==> src/rtl/fft_fixed_pkg.sv <==
// Shared fixed-point definitions for the FFT datapath: default format,
// saturation limits and the divider state encoding.
package fft_fixed_pkg;

    localparam int unsigned N = 16;
    localparam int unsigned Q = 8;

    localparam logic [N-1:0] MAX_POS = {1'b0, {(N-1){1'b1}}};
    localparam logic [N-1:0] MIN_NEG = {1'b1, {(N-1){1'b0}}};

    typedef enum logic [1:0] {
        IDLE = 2'd0,
        CALC = 2'd1,
        FIX  = 2'd2
    } div_state_e;

endpackage

==> src/rtl/fixed_sat.sv <==
// Applies a result sign to an unsigned magnitude and saturates it into an
// N-bit two's complement word.
module fixed_sat #(
    parameter int unsigned N  = 16,
    parameter int unsigned MW = 24
) (
    input  logic [MW-1:0] mag,
    input  logic          neg,
    output logic [N-1:0]  value_c,
    output logic          ovf_c
);

    localparam logic [N-1:0]  MAX_V = {1'b0, {(N-1){1'b1}}};
    localparam logic [N-1:0]  MIN_V = {1'b1, {(N-1){1'b0}}};
    localparam logic [MW-1:0] LIM   = MW'(1) << (N-1);

    // A negative magnitude of exactly 2^(N-1) is representable; positive is not.
    always_comb begin
        value_c = mag[N-1:0];
        ovf_c   = 1'b0;
        if (!neg) begin
            if (mag >= LIM) begin
                value_c = MAX_V;
                ovf_c   = 1'b1;
            end
        end else begin
            if (mag > LIM) begin
                value_c = MIN_V;
                ovf_c   = 1'b1;
            end else begin
                value_c = N'(0) - mag[N-1:0];
            end
        end
    end

endmodule

==> src/rtl/fixed_divider.sv <==
// Signed fixed-point divider: restoring division on magnitudes, one quotient
// bit per clock, followed by sign application and saturation.
module fixed_divider #(
    parameter int unsigned N = fft_fixed_pkg::N,
    parameter int unsigned Q = fft_fixed_pkg::Q
) (
    input  logic         i_clk,
    input  logic         i_rst,
    input  logic         i_start,
    input  logic [N-1:0] i_A,
    input  logic [N-1:0] i_B,
    output logic [N-1:0] o_quot,
    output logic         o_busy,
    output logic         o_done,
    output logic         o_div_zero,
    output logic         o_ovf
);

    import fft_fixed_pkg::*;

    localparam int unsigned DW = N + Q;
    localparam int unsigned RW = N + 1;
    localparam int unsigned CW = $clog2(N + Q + 1);

    localparam logic [N-1:0] MAX_V = {1'b0, {(N-1){1'b1}}};
    localparam logic [N-1:0] MIN_V = {1'b1, {(N-1){1'b0}}};

    // Most negative input maps to 2^(N-1), which still fits N unsigned bits.
    function automatic logic [N-1:0] abs_val(input logic [N-1:0] x);
        return x[N-1] ? N'(~x + N'(1)) : x;
    endfunction

    div_state_e    state_q, state_d;
    logic [CW-1:0] cnt_q, cnt_d;
    logic [RW-1:0] rem_q, rem_d;
    logic [DW-1:0] dvd_q, dvd_d;
    logic [N-1:0]  mag_b_q, mag_b_d;
    logic          neg_q, neg_d;
    logic          a_neg_q, a_neg_d;
    logic          dz_q, dz_d;
    logic [N-1:0]  quot_q, quot_d;
    logic          busy_q, busy_d;
    logic          done_q, done_d;
    logic          div_zero_q, div_zero_d;
    logic          ovf_q, ovf_d;

    logic [RW:0]   rem_sh;
    logic [RW-1:0] diff;
    logic          ge;
    logic [N-1:0]  sat_val;
    logic          sat_ovf;

    // Restoring step: the dividend register shifts out its MSB and takes the quotient bit in.
    assign rem_sh = {rem_q, dvd_q[DW-1]};
    assign ge     = rem_sh >= {2'b00, mag_b_q};
    assign diff   = rem_sh[RW-1:0] - {1'b0, mag_b_q};

    fixed_sat #(
        .N  (N),
        .MW (DW)
    ) u_sat (
        .mag     (dvd_q),
        .neg     (neg_q),
        .value_c (sat_val),
        .ovf_c   (sat_ovf)
    );

    always_comb begin
        state_d    = state_q;
        cnt_d      = cnt_q;
        rem_d      = rem_q;
        dvd_d      = dvd_q;
        mag_b_d    = mag_b_q;
        neg_d      = neg_q;
        a_neg_d    = a_neg_q;
        dz_d       = dz_q;
        quot_d     = quot_q;
        busy_d     = busy_q;
        done_d     = 1'b0;
        div_zero_d = div_zero_q;
        ovf_d      = ovf_q;

        case (state_q)
            IDLE: begin
                if (i_start) begin
                    mag_b_d = abs_val(i_B);
                    dvd_d   = {abs_val(i_A), {Q{1'b0}}};
                    rem_d   = '0;
                    neg_d   = i_A[N-1] ^ i_B[N-1];
                    a_neg_d = i_A[N-1];
                    dz_d    = (i_B == '0);
                    cnt_d   = CW'(DW - 1);
                    busy_d  = 1'b1;
                    state_d = (i_B == '0) ? FIX : CALC;
                end
            end
            CALC: begin
                rem_d = ge ? diff : rem_sh[RW-1:0];
                dvd_d = {dvd_q[DW-2:0], ge};
                if (cnt_q == '0) begin
                    state_d = FIX;
                end else begin
                    cnt_d = cnt_q - CW'(1);
                end
            end
            FIX: begin
                done_d  = 1'b1;
                busy_d  = 1'b0;
                state_d = IDLE;
                if (dz_q) begin
                    quot_d     = a_neg_q ? MIN_V : MAX_V;
                    div_zero_d = 1'b1;
                    ovf_d      = 1'b0;
                end else begin
                    quot_d     = sat_val;
                    div_zero_d = 1'b0;
                    ovf_d      = sat_ovf;
                end
            end
            default: state_d = IDLE;
        endcase
    end

    always_ff @(posedge i_clk or posedge i_rst) begin
        if (i_rst) begin
            state_q    <= IDLE;
            cnt_q      <= '0;
            rem_q      <= '0;
            dvd_q      <= '0;
            mag_b_q    <= '0;
            neg_q      <= 1'b0;
            a_neg_q    <= 1'b0;
            dz_q       <= 1'b0;
            quot_q     <= '0;
            busy_q     <= 1'b0;
            done_q     <= 1'b0;
            div_zero_q <= 1'b0;
            ovf_q      <= 1'b0;
        end else begin
            state_q    <= state_d;
            cnt_q      <= cnt_d;
            rem_q      <= rem_d;
            dvd_q      <= dvd_d;
            mag_b_q    <= mag_b_d;
            neg_q      <= neg_d;
            a_neg_q    <= a_neg_d;
            dz_q       <= dz_d;
            quot_q     <= quot_d;
            busy_q     <= busy_d;
            done_q     <= done_d;
            div_zero_q <= div_zero_d;
            ovf_q      <= ovf_d;
        end
    end

    assign o_quot     = quot_q;
    assign o_busy     = busy_q;
    assign o_done     = done_q;
    assign o_div_zero = div_zero_q;
    assign o_ovf      = ovf_q;

endmodule

==> config.mk <==
export PLATFORM = sky130hd
export DESIGN_NAME = fixed_divider
export DESIGN_NICKNAME = d
export VERILOG_FILES = /design/src/rtl/fft_fixed_pkg.sv /design/src/rtl/fixed_sat.sv /design/src/rtl/fixed_divider.sv
export SDC_FILE = /design/constraint.sdc
export NUM_CORES = 1
export LEC_CHECK = 0
export CAP_MARGIN = 20
export CORE_ASPECT_RATIO = 0.6
export CORE_MARGIN = 2
export CORE_UTILIZATION = 51
export CTS_BUF_LIST = sky130_fd_sc_hd__clkbuf_8
export CTS_CLUSTER_DIAMETER = 60
export DETAILED_ROUTE_END_ITERATION = 8
export GPL_TIMING_DRIVEN = 1
export PLACE_DENSITY = 0.79
export SLEW_MARGIN = 40
export SYNTH_ARGS = -nofsm -noshare
export SYNTH_HDL_FRONTEND = slang
export SYNTH_SLANG_ARGS = --single-unit
export TNS_END_PERCENT = 50
==> constraint.sdc <==
create_clock -name i_clk -period 3.1 [get_ports i_clk]
set_input_delay 0.31 -clock i_clk [delete_from_list [all_inputs] [get_ports i_clk]]
set_output_delay 0.31 -clock i_clk [all_outputs]
set_load 0.03 [all_outputs]
[Yosys cells after proc, flatten, opt, wreduce, memory -nomap -nowiden]
Index checks and enable logic that the tools add are counted.
Storage, ports and cells
  logic and storage cells: 66
  input bits: 35
  flip-flop bits (word level): 87
Operators by class
  equality and inequality tests: 5
  reduce and logical (&&, ||, !) cells: 10
  bitwise gates (word level): 3
  add/subtract/negate cells: 5
  $lt $le $gt $ge: 3
  mux-type cells: 27
Operators by type and width (number)
  two-way mux 16 bit: 7
  case mux 24 bit (2 select lines): 1
  two-way mux 17 bit: 2
  case mux 17 bit (2 select lines): 1
  adder 16 x 1 -> 16 bit, second input constant: 2
  inverter 16 bit: 2
  >= comparator 24 x 16 -> 1 bit, second input constant: 1
  > comparator 24 x 16 -> 1 bit, second input constant: 1
  two-way mux 24 bit: 1
  >= comparator 18 x 16 -> 1 bit: 1
  subtractor 17 x 16 -> 17 bit: 1
  logical NOT 16 bit: 1
  subtractor 1 x 16 -> 16 bit, first input constant: 1
  two-way mux 5 bit: 2
  case mux 5 bit (2 select lines): 1
  AND reduction 2 bit: 4
  two-way mux 1 bit: 7
  two-way mux 2 bit: 3
  inequality test 2 bit, second input constant: 3
  logical NOT 5 bit: 1
  subtractor 5 x 1 -> 5 bit, second input constant: 1
  case mux 2 bit (2 select lines): 1
  nonzero test 2 bit: 2
  AND reduction 3 bit: 1
  other kinds (5): 5

[Longest topological paths before layout]
  depth after elaboration: 5
  gate-level depth with buffers: 13
  depth with buffers taken out: 11

[Modules after synthesis]
From an unflattened synthesis, not the netlist that was laid out.
Unflattened totals
  cell total of the unflattened synthesis: 689
  area, all modules: 5901.9 sq um
Modules (own cells, without submodules)
  fixed_divider: sequential area each 2177.1 sq um, cells each 581, instances 1, area an instance 5187.5 sq um
  fixed_sat: sequential area each 0.0 sq um, cells each 108, instances 1, area an instance 714.4 sq um

[Worst setup path after synthesis]
OpenSTA, ideal clock, no wires.
  kind: flip-flop to flip-flop
  start point: register rem_q[10]
  end point: register rem_q[2]
  library setup time: 0.121 ns
  arrival time: 2.270 ns
  stages on the path, launching flop included: 12
  clock period less this slack: 2.391 ns
  slack: 0.709 ns
  required time: 2.979 ns
  path buffers: 3
  cells stage by stage: dfrtp_1 ha_1 clkbuf_1 a211o_1 a21oi_1 o21ai_0 a31oi_1 and3_1 buf_2 buf_2 o21ai_0 a22o_1
Between the ends
  cells in the longest elaborated chain, start to end: 3
Ends and longest elaborated chain
  start, declared: line fixed_divider.sv:35  | logic [RW-1:0] rem_q, rem_d;
  start signal, assigned: line fixed_divider.sv:142  | rem_q <= rem_d;
  >= comparator 18 x 16 -> 1 bit: line fixed_divider.sv:55  | assign ge = rem_sh >= {2'b00, mag_b_q};
  two-way mux 17 bit: line fixed_divider.sv:98  | rem_d = ge ? diff : rem_sh[RW-1:0];
  case mux 17 bit (2 select lines): line fixed_divider.sv:83  | case (state_q)
Every way passes these cells.
A chain may end at the register's enable or synchronous reset.

[Worst setup path after layout]
  start point: register dvd_q[23]
  end point: register rem_q[10]
Between the ends
  cells in the longest elaborated chain, start to end: 3
  elaborated cells on any way between the ends: 4
Ends and longest elaborated chain
  start, declared: line fixed_divider.sv:36  | logic [DW-1:0] dvd_q, dvd_d;
  start signal, assigned: line fixed_divider.sv:143  | dvd_q <= dvd_d;
  subtractor 17 x 16 -> 17 bit or >= comparator 18 x 16 -> 1 bit (tied branches): line fixed_divider.sv:56, fixed_divider.sv:55
  two-way mux 17 bit (*): line fixed_divider.sv:98
  case mux 17 bit (2 select lines) (*): line fixed_divider.sv:83
Mark *: on every way between the ends. The rest lies on a longest branch, timed or not.

==> flow_metrics.tcl <==
set metrics [dict create \
    io_pins 55 \
    status "complete, no violations" \
    finalCritPeriodShare_pct 82.2 \
    synth_top_family_by_area "compound AO/OA/AOI/OAI gates" \
    grt_pass1_wl_mm 23.2 \
    finalNetCount 745 \
    grt.total_usage_pct 25.4 \
    grt_overflow_total 0 \
    layout-drive-gt1-share_pct 6.06 \
    final_cell_mix "nand2_1 (90), dfrtp_1 (87), o21ai_0 (63)" \
    crit_start "dvd_q[23]" \
    synth_edf_count 0 \
    vias 4987 \
    die_area_um2 11500 \
    fmax_ghz 0.393 \
    yosysUniqueCellTypes 57 \
    cts_root_buf "clkbuf_8" \
    hold_class "input pin to asynchronous set/reset pin" \
    drt-total-wl_mm 13.8 \
    post_cts_resized 0 \
    ir_drop_v 0.000397 \
    p_leak_nw 2.78 \
    synth_xor_area_share_pct 6.64 \
    setup_violations 0 \
    yosysWarningCount 0 \
    core_um2 10500 \
    tightest_slew_ns 0.660 \
    timing.rr.start "dvd_q[23]" \
    synthToLayoutAreaGrowth_pct 17.3 \
    finClkSkew_ns 0.00879 \
    drtPass1Iterations 5 \
    dieWidth_um 137 \
    post-route-util_pct 60.7 \
    grt_pass1_vias 4651 \
    synthAdderAreaFrac_pct 5.23 \
    crit_path_top_delay_cell "dfrtp_1" \
    cp-start-kind "flop" \
    synth_flop_cell "dfrtp_1" \
    tns_ns 0 \
    busiest_layer "met1" \
    max_stage_delay_ns 0.43 \
    maxSlewViolCount 0 \
    routabilityCongestion 0.980 \
    rr_worst_depth 11 \
    first_iter_violations 577 \
    postCtsSetupRepairBufs 0 \
    synth_mux_area_share_pct 0.764 \
    htree_levels 3 \
    crit_arrival_ns 2.82 \
    use_met2_pct 34.6 \
    rrSetupSlack_ns 0.55 \
    final_antenna_net_count 0 \
    drc 0 \
    syn_nets 699 \
    grt_use_met1_pct 40.1 \
    clock-sinks 87 \
    globalRouteMet3Util_pct 6.38 \
    synth_compound_area_share_pct 24.7 \
    clockBufferDepth 2 \
    period_needed_ns 2.55 \
    regArea_um2 2180 \
    async_flop_share_pct 100 \
    path_cells "inv_1 -> ha_1 -> fa_1 -> nor2b_1 -> o31ai_1 -> a21oi_1 -> o211ai_1 -> nand2_1 -> xnor2_1 -> o21ai_1 -> a22o_1" \
    synth_seq_cells 87 \
    p_per_area_nw_per_um2 1050 \
    layout_commonest_cell "nand2_1" \
    grt_antenna_before_repair 0 \
    cts_tree "built" \
    clk_latency_ns 0.38 \
    start_util_pct 51.7 \
    rows 29 \
    grt_max_degree 61 \
    maxCapViolations 0 \
    synth_seq_area_share_pct 40.3 \
    cts_hold_buffers 0 \
    cts_buffers 9 \
    routedWlPerCell_um 16.6 \
    synth-simple-area-share_pct 17.4 \
    syn_inst 642 \
    portBuffers 54 \
    critical_path_required_ns 3.38 \
    fillCellCount 903 \
    r2r-end "rem_q[10]" \
    multiInputGateArea_um2 2960 \
    hold_viol_final 0 \
    path_clk_slew_ns 0.09 \
    postSynthAreaPerCell_um2 8.42 \
    worstPathMaxFanout 5 \
    end_kind "flop" \
    dp_hpwl_mm 10.2 \
    fp.dieH_um 83.8 \
    relSlewSlack_pct 55.8 \
    viasPerCell 5.99 \
    diodes 0 \
    synth_area_um2 5410 \
    crit_type "flop to flop" \
    rsz0062_at_grt "false" \
]
## cell usage after synthesis (4+ instances only)
library cell	number	area, um2
a211o_1	5	43.8
a21o_1	5	37.5
a21oi_1	50	250
a22o_1	4	35.0
a22oi_1	12	90.1
a31oi_1	5	31.3
a32oi_1	6	52.6
and3_1	4	25.0
buf_2	4	20.0
clkbuf_1	29	109
dfrtp_1	87	2180
ha_1	21	263
inv_1	36	135
nand2_1	90	338
nand2b_1	5	31.3
nand3_1	18	90.1
nor2_1	33	124
nor2b_1	6	37.5
nor3_1	18	90.1
nor4_1	7	43.8
o21a_1	7	52.6
o21ai_0	63	315
o21ai_1	20	100
o22ai_1	5	31.3
o31ai_1	13	97.6
or4_1	4	30.0
xnor2_1	11	96.3
xor2_1	30	263
## layout make-up
class / instances / share of cell area (%)
clock inverters: 7 / 1.50
clock buffers: 9 / 1.95
repair buffers: 70 / 10.6
multi-input cells: 484 / 46.7
flip-flops and latches: 87 / 34.3
inverters: 36 / 2.15
well taps: 139 / 2.74
## flip-flops by register name, summed over array words and instances (netlist names)
register / count
mag_b_q: 16
neg_q: 1
rem_q: 17
a_neg_q: 1
dz_q: 1
o_busy: 1
o_div_zero: 1
dvd_q: 24
o_done: 1
o_quot: 16
state_q: 2
cnt_q: 5
o_ovf: 1
## layer usage
metal,wire length [um],up-vias
met4,133,0
met5,0,-
li1,-,2389
met2,5580,211
met3,1260,14
met1,6800,2373
## through the flow
step           worst slack, ns  std cells  hold WS (ns)  total power, mW  cell area, um2
2_1_floorplan            0.540        642         0.450             4.76            5410
3_3_place_gp             0.472        816         0.465             5.54            6120
3_5_place_dp             0.432        816         0.476             5.71            6120
4_1_cts                  0.568        832         0.278             6.62            6340
5_1_grt                  0.350        832         0.301             7.25            6340
6_report                 0.553        832         0.265             6.67            6340
## power breakdown
group	internal [mW]	switching (mW)
sequential	1.65	0.466
combinational	1.54	2.11
clock	0.457	0.450
total	3.64	3.02
## logic make-up (layout without fill, tap and decap cells)
logic type      Yosys count  after routing
compound gates          217            217
simple gates            200            200
flops                    87             87
buf+inv                  71            122
xor+xnor                 41             41
fa+ha+maj                22             22
mux                       4              4
## worst max-delay path by stage
stage / to / slack (ns) / cells past startpoint
4_1_cts: rem_q[10] / 0.57 / 11
5_1_grt: rem_q[4] / 0.35 / 10
3_5_place_dp: mag_b_q[14] / 0.43 / 8
3_3_place_gp: mag_b_q[14] / 0.47 / 8
2_1_floorplan: a_neg_q / 0.54 / 1
6_report: rem_q[10] / 0.55 / 11
## worst max-delay path: cells and delay by family, from the launching register on
| family | cells | cell delay [ns] |
|---|---|---|
| adder cells (fa/ha/maj) | 2 | 0.40 |
| flip-flops | 1 | 0.43 |
| XOR/XNOR | 1 | 0.16 |
| buffers and inverters | 1 | 0.08 |
| AO/OA/AOI/OAI | 5 | 1.20 |
| AND/OR/NAND/NOR | 2 | 0.19 |
Note: power is estimated with default switching activity, not from simulation.
